File: src/rtl/residual_add_ln_prep_pkg.sv
// residual_add_ln_prep_pkg
//   Shared definitions for the residual-add / layer-norm prep stage:
//   default arithmetic parameters, the stage-0 payload type and the
//   saturating narrowing helper used on the output side.
package residual_add_ln_prep_pkg;

    localparam int D_W_DEF          = 8;
    localparam int D_W_ACC_DEF      = 32;
    localparam int LN_BITS_DEF      = 22;
    localparam int ACC_SHIFT_DEF    = 8;
    localparam int RES_SHIFT_DEF    = 6;
    localparam int MATRIXSIZE_W_DEF = 24;

    // Both stage-0 operands live in D_W_ACC+1 bits: the rounded accumulator
    // needs the extra bit for the rounding add, the shifted residual fits.
    localparam int PAY_W = D_W_ACC_DEF + 1;

    typedef struct packed {
        logic signed [PAY_W-1:0] a;    // rounded, shifted accumulator
        logic signed [PAY_W-1:0] r;    // shifted residual
        logic                    lin;  // acc_tlast carried for framing check
    } s0_pay_t;

    // Clamp a sign-extended D_W_ACC+2-bit sum to the signed LN_BITS range.
    // The caller narrows the return value to ln_bits.
    function automatic logic signed [63:0] sat_to_ln(input logic signed [63:0] s,
                                                     input int                 ln_bits);
        logic signed [63:0] hi;
        logic signed [63:0] lo;
        hi = (64'sd1 <<< (ln_bits - 1)) - 64'sd1;
        lo = -(64'sd1 <<< (ln_bits - 1));
        if (s > hi) return hi;
        if (s < lo) return lo;
        return s;
    endfunction

endpackage

File: src/rtl/residual_add_ln_prep_if.sv
// residual_add_ln_prep_if
//   Stream bundle for residual_add_ln_prep.
//   acc_* : 32-bit accumulator stream (with tlast) into the block
//   res_* : 8-bit residual stream into the block
//   qout_*: LN_BITS saturated sum stream out to layer-norm
//   slave  = the block's view, master = the upstream/downstream side.
interface residual_add_ln_prep_if
    import residual_add_ln_prep_pkg::*;
#(
    parameter int D_W     = D_W_DEF,
    parameter int D_W_ACC = D_W_ACC_DEF,
    parameter int LN_BITS = LN_BITS_DEF
);
    logic [D_W_ACC-1:0] acc_tdata;
    logic               acc_tlast;
    logic               acc_tvalid;
    logic               acc_tready;
    logic [D_W-1:0]     res_tdata;
    logic               res_tvalid;
    logic               res_tready;
    logic [LN_BITS-1:0] qout_tdata;
    logic               qout_tlast;
    logic               qout_tvalid;
    logic               qout_tready;

    modport slave (
        input  acc_tdata, acc_tlast, acc_tvalid, res_tdata, res_tvalid, qout_tready,
        output acc_tready, res_tready, qout_tdata, qout_tlast, qout_tvalid
    );

    modport master (
        output acc_tdata, acc_tlast, acc_tvalid, res_tdata, res_tvalid, qout_tready,
        input  acc_tready, res_tready, qout_tdata, qout_tlast, qout_tvalid
    );
endinterface

File: src/rtl/residual_add_ln_prep_matrix_pos_counter.sv
// matrix_pos_counter
//   Row/column position tracker for a DIM1 x DIM2 element stream.
//   clk, rst   : clock, async active-high reset
//   step_i     : advance one element (output handshake)
//   dim1_i/2_i : live matrix dimensions (rows, row length)
//   end_o      : current position is the last element of the matrix
module matrix_pos_counter #(
    parameter int MATRIXSIZE_W = 24
) (
    input  logic                    clk,
    input  logic                    rst,
    input  logic                    step_i,
    input  logic [MATRIXSIZE_W-1:0] dim1_i,
    input  logic [MATRIXSIZE_W-1:0] dim2_i,
    output logic                    end_o
);
    localparam logic [MATRIXSIZE_W-1:0] ONE = MATRIXSIZE_W'(1);

    logic [MATRIXSIZE_W-1:0] row_q, row_d, col_q, col_d;
    logic                    row_end, col_end;

    // Compared against live dims: a mid-matrix change is not corrected.
    assign col_end = (col_q == dim2_i - ONE);
    assign row_end = (row_q == dim1_i - ONE);
    assign end_o   = row_end & col_end;

    always_comb begin
        row_d = row_q;
        col_d = col_q;
        if (step_i) begin
            if (col_end) begin
                col_d = '0;
                row_d = row_end ? '0 : row_q + ONE;
            end else begin
                col_d = col_q + ONE;
            end
        end
    end

    always_ff @(posedge clk or posedge rst) begin
        if (rst) begin
            row_q <= '0;
            col_q <= '0;
        end else begin
            row_q <= row_d;
            col_q <= col_d;
        end
    end
endmodule

File: src/rtl/residual_add_ln_prep.sv
// residual_add_ln_prep
//   Joins the accumulator and residual streams element by element, rounds
//   and rescales, saturates to LN_BITS and emits the layer-norm input stream
//   with matrix-aligned tlast regenerated from DIM1/DIM2.
//   clk, rst  : clock, async active-high reset
//   s         : stream bundle (acc_*, res_* in; qout_* out)
//   DIM1/DIM2 : matrix rows / row length, must be stable per matrix
//   tlast_err : sticky, acc_tlast disagreed with the regenerated tlast
//   sat_cnt   : clipped-element count, present only with RESADD_SAT_CNT_EN
module residual_add_ln_prep
    import residual_add_ln_prep_pkg::*;
#(
    parameter int D_W          = D_W_DEF,
    parameter int D_W_ACC      = D_W_ACC_DEF,
    parameter int LN_BITS      = LN_BITS_DEF,
    parameter int ACC_SHIFT    = ACC_SHIFT_DEF,
    parameter int RES_SHIFT    = RES_SHIFT_DEF,
    parameter int MATRIXSIZE_W = MATRIXSIZE_W_DEF
) (
    input  logic                     clk,
    input  logic                     rst,
    residual_add_ln_prep_if.slave    s,
    input  logic [MATRIXSIZE_W-1:0]  DIM1,
    input  logic [MATRIXSIZE_W-1:0]  DIM2,
    output logic                     tlast_err
`ifdef RESADD_SAT_CNT_EN
    ,
    output logic [15:0]              sat_cnt
`endif
);
    localparam int SW = D_W_ACC + 2;
    localparam logic signed [D_W_ACC:0] RND = (D_W_ACC + 1)'(1) <<< (ACC_SHIFT - 1);

    logic [1:0]                vld_q;   // [0] stage 0, [1] output stage
    s0_pay_t                   pay0_q, pay0_d;
    logic signed [LN_BITS-1:0] q_q, q_d;
    logic                      lin1_q;
    logic                      tlast_err_q;
    logic                      dims_ok, en1, adv0, take, hs_out, pos_end;
    logic signed [D_W_ACC:0]   acc_ext, a_d, r_d;
    logic signed [SW-1:0]      sum;

    assign dims_ok = (DIM1 != '0) && (DIM2 != '0);
    assign en1     = s.qout_tready | ~vld_q[1];
    assign adv0    = en1 | ~vld_q[0];
    // Both streams are taken together or not at all.
    assign take    = s.acc_tvalid & s.res_tvalid & adv0 & dims_ok & ~rst;
    assign hs_out  = vld_q[1] & s.qout_tready;

    assign s.acc_tready  = take;
    assign s.res_tready  = take;
    assign s.qout_tvalid = vld_q[1];
    assign s.qout_tdata  = q_q;
    assign s.qout_tlast  = pos_end & vld_q[1];
    assign tlast_err     = tlast_err_q;

    always_comb begin
        acc_ext    = {s.acc_tdata[D_W_ACC-1], s.acc_tdata};
        // Round half up: bias by half an LSB before the arithmetic shift.
        a_d        = (acc_ext + RND) >>> ACC_SHIFT;
        r_d        = {{(D_W_ACC + 1 - D_W){s.res_tdata[D_W-1]}}, s.res_tdata} <<< RES_SHIFT;
        pay0_d     = '0;
        pay0_d.a   = a_d;
        pay0_d.r   = r_d;
        pay0_d.lin = s.acc_tlast;
        sum        = SW'(pay0_q.a) + SW'(pay0_q.r);
        q_d        = LN_BITS'(sat_to_ln(64'(sum), LN_BITS));
    end

    always_ff @(posedge clk or posedge rst) begin
        if (rst) begin
            vld_q       <= '0;
            pay0_q      <= '0;
            q_q         <= '0;
            lin1_q      <= 1'b0;
            tlast_err_q <= 1'b0;
        end else begin
            if (adv0) begin
                vld_q[0] <= take;
                if (take) pay0_q <= pay0_d;
            end
            // Output data only reloads when stage 0 holds an element, so it
            // stays stable while stalled.
            if (en1) begin
                vld_q[1] <= vld_q[0];
                if (vld_q[0]) begin
                    q_q    <= q_d;
                    lin1_q <= pay0_q.lin;
                end
            end
            if (hs_out && (lin1_q != s.qout_tlast)) tlast_err_q <= 1'b1;
        end
    end

    matrix_pos_counter #(
        .MATRIXSIZE_W(MATRIXSIZE_W)
    ) u_pos (
        .clk    (clk),
        .rst    (rst),
        .step_i (hs_out),
        .dim1_i (DIM1),
        .dim2_i (DIM2),
        .end_o  (pos_end)
    );

`ifdef RESADD_SAT_CNT_EN
    logic        clip_d, clip1_q;
    logic [15:0] sat_cnt_q;

    // Clipped iff the narrowed value no longer sign-extends back to the sum.
    assign clip_d  = (64'(q_d) != 64'(sum));
    assign sat_cnt = sat_cnt_q;

    always_ff @(posedge clk or posedge rst) begin
        if (rst) begin
            clip1_q   <= 1'b0;
            sat_cnt_q <= '0;
        end else begin
            if (en1 && vld_q[0]) clip1_q <= clip_d;
            if (hs_out && clip1_q && (sat_cnt_q != 16'hFFFF)) sat_cnt_q <= sat_cnt_q + 16'd1;
        end
    end
`endif
endmodule

File: src/flat_wrapper.sv
// flat-port wrapper written by rule: the top's interface ports become plain ports
module residual_add_ln_prep_flat import residual_add_ln_prep_pkg::*;
#(
    parameter int D_W          = D_W_DEF,
    parameter int D_W_ACC      = D_W_ACC_DEF,
    parameter int LN_BITS      = LN_BITS_DEF,
    parameter int ACC_SHIFT    = ACC_SHIFT_DEF,
    parameter int RES_SHIFT    = RES_SHIFT_DEF,
    parameter int MATRIXSIZE_W = MATRIXSIZE_W_DEF
)
  (clk, rst, DIM1, DIM2, tlast_err, s_acc_tdata, s_acc_tlast, s_acc_tvalid, s_res_tdata, s_res_tvalid, s_qout_tready, s_acc_tready, s_res_tready, s_qout_tdata, s_qout_tlast, s_qout_tvalid);
  residual_add_ln_prep_if #(.D_W(D_W), .D_W_ACC(D_W_ACC), .LN_BITS(LN_BITS)) s_i ();
  input  logic clk;
  input  logic rst;
  input  logic [MATRIXSIZE_W-1:0] DIM1;
  input  logic [MATRIXSIZE_W-1:0] DIM2;
  output logic tlast_err;
  input wire logic [$bits(s_i.acc_tdata)-1:0] s_acc_tdata;
  input wire logic [$bits(s_i.acc_tlast)-1:0] s_acc_tlast;
  input wire logic [$bits(s_i.acc_tvalid)-1:0] s_acc_tvalid;
  input wire logic [$bits(s_i.res_tdata)-1:0] s_res_tdata;
  input wire logic [$bits(s_i.res_tvalid)-1:0] s_res_tvalid;
  input wire logic [$bits(s_i.qout_tready)-1:0] s_qout_tready;
  output wire logic [$bits(s_i.acc_tready)-1:0] s_acc_tready;
  output wire logic [$bits(s_i.res_tready)-1:0] s_res_tready;
  output wire logic [$bits(s_i.qout_tdata)-1:0] s_qout_tdata;
  output wire logic [$bits(s_i.qout_tlast)-1:0] s_qout_tlast;
  output wire logic [$bits(s_i.qout_tvalid)-1:0] s_qout_tvalid;
  assign s_i.acc_tdata = s_acc_tdata;
  assign s_i.acc_tlast = s_acc_tlast;
  assign s_i.acc_tvalid = s_acc_tvalid;
  assign s_i.res_tdata = s_res_tdata;
  assign s_i.res_tvalid = s_res_tvalid;
  assign s_i.qout_tready = s_qout_tready;
  assign s_acc_tready = s_i.acc_tready;
  assign s_res_tready = s_i.res_tready;
  assign s_qout_tdata = s_i.qout_tdata;
  assign s_qout_tlast = s_i.qout_tlast;
  assign s_qout_tvalid = s_i.qout_tvalid;
  residual_add_ln_prep #(.D_W(D_W), .D_W_ACC(D_W_ACC), .LN_BITS(LN_BITS), .ACC_SHIFT(ACC_SHIFT), .RES_SHIFT(RES_SHIFT), .MATRIXSIZE_W(MATRIXSIZE_W)) u_core (.clk(clk), .rst(rst), .s(s_i), .DIM1(DIM1), .DIM2(DIM2), .tlast_err(tlast_err));
endmodule
File: config.mk
export PLATFORM = sky130hd
export DESIGN_NAME = residual_add_ln_prep_flat
export DESIGN_NICKNAME = d
export VERILOG_FILES = /design/src/rtl/residual_add_ln_prep_pkg.sv /design/src/rtl/residual_add_ln_prep_if.sv /design/src/rtl/residual_add_ln_prep_matrix_pos_counter.sv /design/src/rtl/residual_add_ln_prep.sv /design/src/flat_wrapper.sv
export SDC_FILE = /design/constraint.sdc
export NUM_CORES = 1
export LEC_CHECK = 0
export BUFFER_PORTS_ARGS = -buffer_cell sky130_fd_sc_hd__buf_2
export CELL_PAD_IN_SITES_DETAIL_PLACEMENT = 0
export CELL_PAD_IN_SITES_GLOBAL_PLACEMENT = 1
export CORE_MARGIN = 2
export CORE_UTILIZATION = 43
export DETAILED_ROUTE_END_ITERATION = 10
export PLACE_DENSITY = 0.84
export SETUP_SLACK_MARGIN = 0.5
export SYNTH_ARGS = -nofsm -noshare
export SYNTH_HDL_FRONTEND = slang
export SYNTH_SLANG_ARGS = --single-unit
File: constraint.sdc
create_clock -name clk -period 7.2 [get_ports clk]
set_clock_uncertainty 0.1 [all_clocks]
set_input_delay 1.08 -clock clk [delete_from_list [all_inputs] [get_ports clk]]
set_output_delay 1.08 -clock clk [all_outputs]
set_load 0.05 [all_outputs]
* Word level (Yosys, flattened, before mapping) *
Cells that the tools add are included.

cells by class
  $add $sub $neg = 6
  $lt $le $gt $ge = 2
  eq/ne operators = 3
  multiplexer cells = 9
  bitwise operators = 12
  reduce and logical (&&, ||, !) cells = 7

operators by type and width
  cell                                                                               count
  22-bit two-way mux                                                                 4
  24-bit by 1-bit adder with 24-bit output, second input constant                    2
  24-bit equality test                                                               2
  24-bit two-way mux                                                                 2
  24-bit nonzero test                                                                2
  24-bit by 1-bit subtractor with 24-bit output, second input constant               2
  32-bit by 9-bit adder with 33-bit output, second input constant                    1
  25-bit by 14-bit adder with 26-bit output                                          1
  26-bit by 22-bit greater-than comparator with 1-bit output, second input constant  1
  26-bit by 22-bit less-than comparator with 1-bit output, second input constant     1
  1-bit AND                                                                          7
  2-bit AND reduction                                                                3
  1-bit two-way mux                                                                  3
  1-bit inverter                                                                     3
  1-bit logical AND                                                                  2
  1-bit OR                                                                           2
  1-bit != test                                                                      1

word-level totals
  register bits = 108
  bits of input ports = 94
  output and inout bits = 27
  logic and storage cells = 49

* Logic depth before layout (Yosys ltp) *
  word-level depth = 7
  gate-level depth with buffers = 14
  depth with buffers taken out = 13

* Modules after synthesis *
A second synthesis with hierarchy kept.

second synthesis, totals
  cell total of the unflattened synthesis = 1014
  area total of the unflattened synthesis = 8705.8 um^2

by module, submodules not included
  module                times used  cells an instance  area an instance (um^2)  sequential area each (um^2)
  matrix_pos_counter    1           558                4643.2                   1201.2
  residual_add_ln_prep  1           456                4062.6                   1501.4

* Least setup slack after synthesis *
No wires, ideal clock.

  path kind = input-to-output
  start = input rst
  end = output s_res_tready
  arrival time = 5.411 ns
  data required time = 6.020 ns
  slack = 0.609 ns
  stages on the path = 8
  path buffers = 4
  cell sequence = inv_1 nand4_1 a21oi_1 o41a_1 clkbuf_1 clkbuf_1 buf_1 buf_4

on the way
  cells in the longest elaborated chain, start to end = 2

ends and longest elaborated chain
  element          RTL line                    text
  start, declared  flat_wrapper.sv:14          input logic rst;
  1-bit inverter   residual_add_ln_prep.sv:47  assign take = s.acc_tvalid & s.res_tvalid & adv0 & dims_ok & ~rst;
  1-bit AND        residual_add_ln_prep.sv:47
  end, declared    flat_wrapper.sv:25          output wire logic [$bits(s_i.res_tready)-1:0] s_res_tready;

No other way between the ends.

* Final worst setup path *
  start = input DIM1[0]
  end = output s_qout_tlast

on the way
  cells in the longest elaborated chain, start to end = 4

ends and longest elaborated chain
  element                                        RTL line                                       text
  start, declared                                flat_wrapper.sv:15                             input logic [MATRIXSIZE_W-1:0] DIM1;
  24-bit by 1-bit subtractor with 24-bit output  residual_add_ln_prep_matrix_pos_counter.sv:24  assign row_end = (row_q == dim1_i - ONE);
  24-bit equality test                           residual_add_ln_prep_matrix_pos_counter.sv:24
  1-bit AND                                      residual_add_ln_prep_matrix_pos_counter.sv:25  assign end_o = row_end & col_end;
  1-bit AND                                      residual_add_ln_prep.sv:54                     assign s.qout_tlast = pos_end & vld_q[1];
  end, declared                                  flat_wrapper.sv:27                             output wire logic [$bits(s_i.qout_tlast)-1:0] s_qout_tlast;

No other way between the ends.

==> results.md <==
- Num CTS Buffers: 9
- Post-detail-place hpwl: 13700 µm
- Slew HR: between 40 and 50%
- Synth Flop Type: dfrtp_1
- Routability cong.: between 0.8 and 0.9
- Crit-path cells: buf_2 > nor3_1 > o211ai_1 > a2111oi_0 > nand4_1 > a2111oi_0 > nand2b_1 > nor4b_1 > and3_1 > buf_2
- Worst R2R Setup Slack: about 3400 ps
- Measured slew at the worst slew-check pin: about 900 ps
- Worst path slowest cell: a2111oi_0
- Worst setup slack after placement: ~1600 ps
- Nets: 1111
- Period utilization: roughly 77%
- Die Height: approximately 140 µm
- CTS sink cnt: about 110
- Most common cell in the netlist: nor2_1
- Synth async-reset ratio: 100%
- Die X: about 140 µm
- Port bufs: 113
- Yosys reg bits: roughly 110
- Reg-to-reg startpoint: u_core.u_pos.row_q[3]
- Worst Path Class, Setup: primary input to output pin
- CP startpoint: DIM1[0]
- CTS Root Cell: clkbuf_16
- Critical Path Start Type: primary input
- WP data arrival: ~4400 ps
- Synth top cells by count: nor2_1, dfrtp_1, xor2_1
- Row count: 48
- Hold Vio Cnt, Final: 0
- WL/cell: about 15 µm
- R2R Path End: u_core.u_pos.row_q[14]
- Global route overflow: 0
- CP Buf/Inv Count: 2
- DRT Wirelength: around 18000 µm
- Unrepaired setup endpoints after global routing: no
- Crit path depth: 10
- Core ar.: ~17000 µm²
- Area after DPL: 8400 µm²
- Total Routing Usage GR: between 20 and 25%
- Maxcap violations: 0
- CP Data Required Time: approximately 6000 ps
- Max Transition Viols Final: 0
- Status: finished, final reports clean
- Seq/Total Area, Yosys: about a third
- Pre-antenna DRT Iters: 4
- 1st-iter DRT viols: 380
- Hold Path Stages: 1
- Crit path to: s_qout_tlast
- Post-layout min period: roughly 5600 ps
- Clock transition at path regs: 70 ps
- Post-CTS Setup Bufs: 0
- Vias per cell: 5.46
- Critical path's top delay family: simple AND/OR/NAND/NOR gates
- Distinct cells, synth: between 60 and 70
- Mean post-synth cell area: 8.51 µm²
- # fillers: roughly 1700
- Pin count of the biggest net entering global routing: 66
- Slowest stage delay, CP: between 600 and 700 ps
- Final setup viols: 0
- Post_cts resized: 0
- Syn Inst Count: roughly 900
- EDFF count, synth: 0
- Area delta synth->final: 13.8%
- Setup ws final: between 1500 and 2000 ps
- Post-CTS Hold Fix Bufs: 0
- ANT nets after route: 0
- Post-Syn Area: between 7000 and 8000 µm²
- Post-route DRC: 0
- Maximum vdd drop: around 0.21 mV
- Critical Path Fanout Max: 7
- H-Tree Depth: 3
- Leak: ~3.7 nW
- Worst Reg-to-Reg Cells: 9
- Vias in the first global route: ~6300
- Largest area contributor in the netlist: dfrtp_1
- Via count: around 6700
- Antenna violations before repair: 1
- CTS tree: yes
- Hold/Removal Path Class: register to register
- Power density over the cells: 250 nW/µm²
- Ranking of synthesized cells by area: dfrtp_1, xor2_1, nor2_1
- Post-Layout Inst Area: a little under 9000 µm²
- Warnings from Yosys: 0
- First-pass GRT wire length: between 30000 and 40000 µm
- Mapped Nets: between 1000 and 1500
- Starting Density: between 40% and 50%
- Layout cell share with drive strength beyond 1: 16.5%
- Setup TNS: 0 ps
- CP Capture Type: output pin
- Die area: 18900 µm²
- Num ports: between 100 and 150
- Clock buffer depth: 2
- Max Freq: 180 MHz
- Clock Latency Late Sink: 350 ps
- Area share of the largest cell type after synthesis: a little over a third
where the power goes:
part | switching, mW | internal [mW]
sequential | 0.0834 | 0.711
combinational | 0.571 | 0.296
clock | 0.241 | 0.278
total | 0.896 | 1.28
cell type report:
type                            instances  area (µm²)  share of cell area [%]
Antenna cell                            1        2.50                  0.0287
Clock buffer                           10         229                    2.63
Clock inverter                          6        81.3                   0.934
Inverter                               22        85.1                   0.977
Multi-Input combinational cell        732        4720                    54.2
Sequential cell                       108        2700                    31.0
Tap cell                              225         282                    3.23
Timing Repair Buffer                  119         611                    7.01
flip-flops by register name, summed over array words and instances (netlist names):
signal	count
u_core.lin1_q	1
u_core.pay0_q	34
u_core.s.qout_tdata	22
u_core.tlast_err	1
u_core.u_pos.col_q	24
u_core.u_pos.row_q	24
u_core.vld_q	2
per-layer routing:
layer  GRT usage [%]  up-vias  part of all wire [%]
li1                -     3382                     -
met1            28.1     3136                    48
met2            32.6      139                    46
met3            3.27       17                   4.8
met4            5.67        0                   1.3
met5               0        -                     0
worst reg2reg max path: cells and delay by family, from the launching register on:
family,cells,cell delay [ps]
DFF,1,470
xor gates and xnor gates,1,240
AOI/OAI and AO/OA,3,1350
and+or+nand+nor,5,1570
worst min path at each step:
stage	start	end	slack, ps
after floorplan	u_core.vld_q[0]	u_core.vld_q[1]	350
after global placement	u_core.vld_q[0]	u_core.vld_q[1]	350
after detailed placement	u_core.vld_q[0]	u_core.vld_q[1]	360
after CTS	u_core.vld_q[0]	u_core.vld_q[1]	390
after global routing	u_core.vld_q[0]	u_core.vld_q[1]	420
final	u_core.vld_q[0]	u_core.vld_q[1]	390
cells in the final DEF (no fill, tap or decap), drive strengths merged, types with 16 or more instances in the layout:
| master | n |
|---|---|
| nand3 | 43 |
| dfrtp | 108 |
| xnor2 | 52 |
| o21ai | 35 |
| nor3 | 17 |
| nand2 | 58 |
| buf | 119 |
| xor2 | 72 |
| a21oi | 71 |
| nand2b | 22 |
| ha | 24 |
| and3 | 16 |
| nor2 | 130 |
| nand4 | 24 |
| inv | 25 |
stage by stage:
| stage | std cells | power (mW) | util [%] | hold WS [ps] |
|---|---|---|---|---|
| floorplan | 899 | 1.46 | - | 349 |
| global placement | 1206 | 1.67 | 48.4 | 354 |
| detailed placement | 1206 | 1.68 | 48.4 | 365 |
| CTS | 1222 | 2.21 | 50.2 | 386 |
| global route | 1222 | 2.32 | 50.2 | 419 |
| finish | 1223 | 2.18 | 50.2 | 386 |
kinds of logic (layout without fill, tap and decap cells):
group,after synthesis,in the layout,share of synthesized area [%]
xor gates and xnor gates,124,124,14.2
other,0,1,0
buffers and inverters,59,157,3.12
AOI/OAI and AO/OA,173,173,13.9
adders and majority gates,25,25,4.19
muxes,20,20,2.83
and+or+nand+nor,390,390,26.4
DFF,108,108,35.3
(Power assumes the default switching activity.)
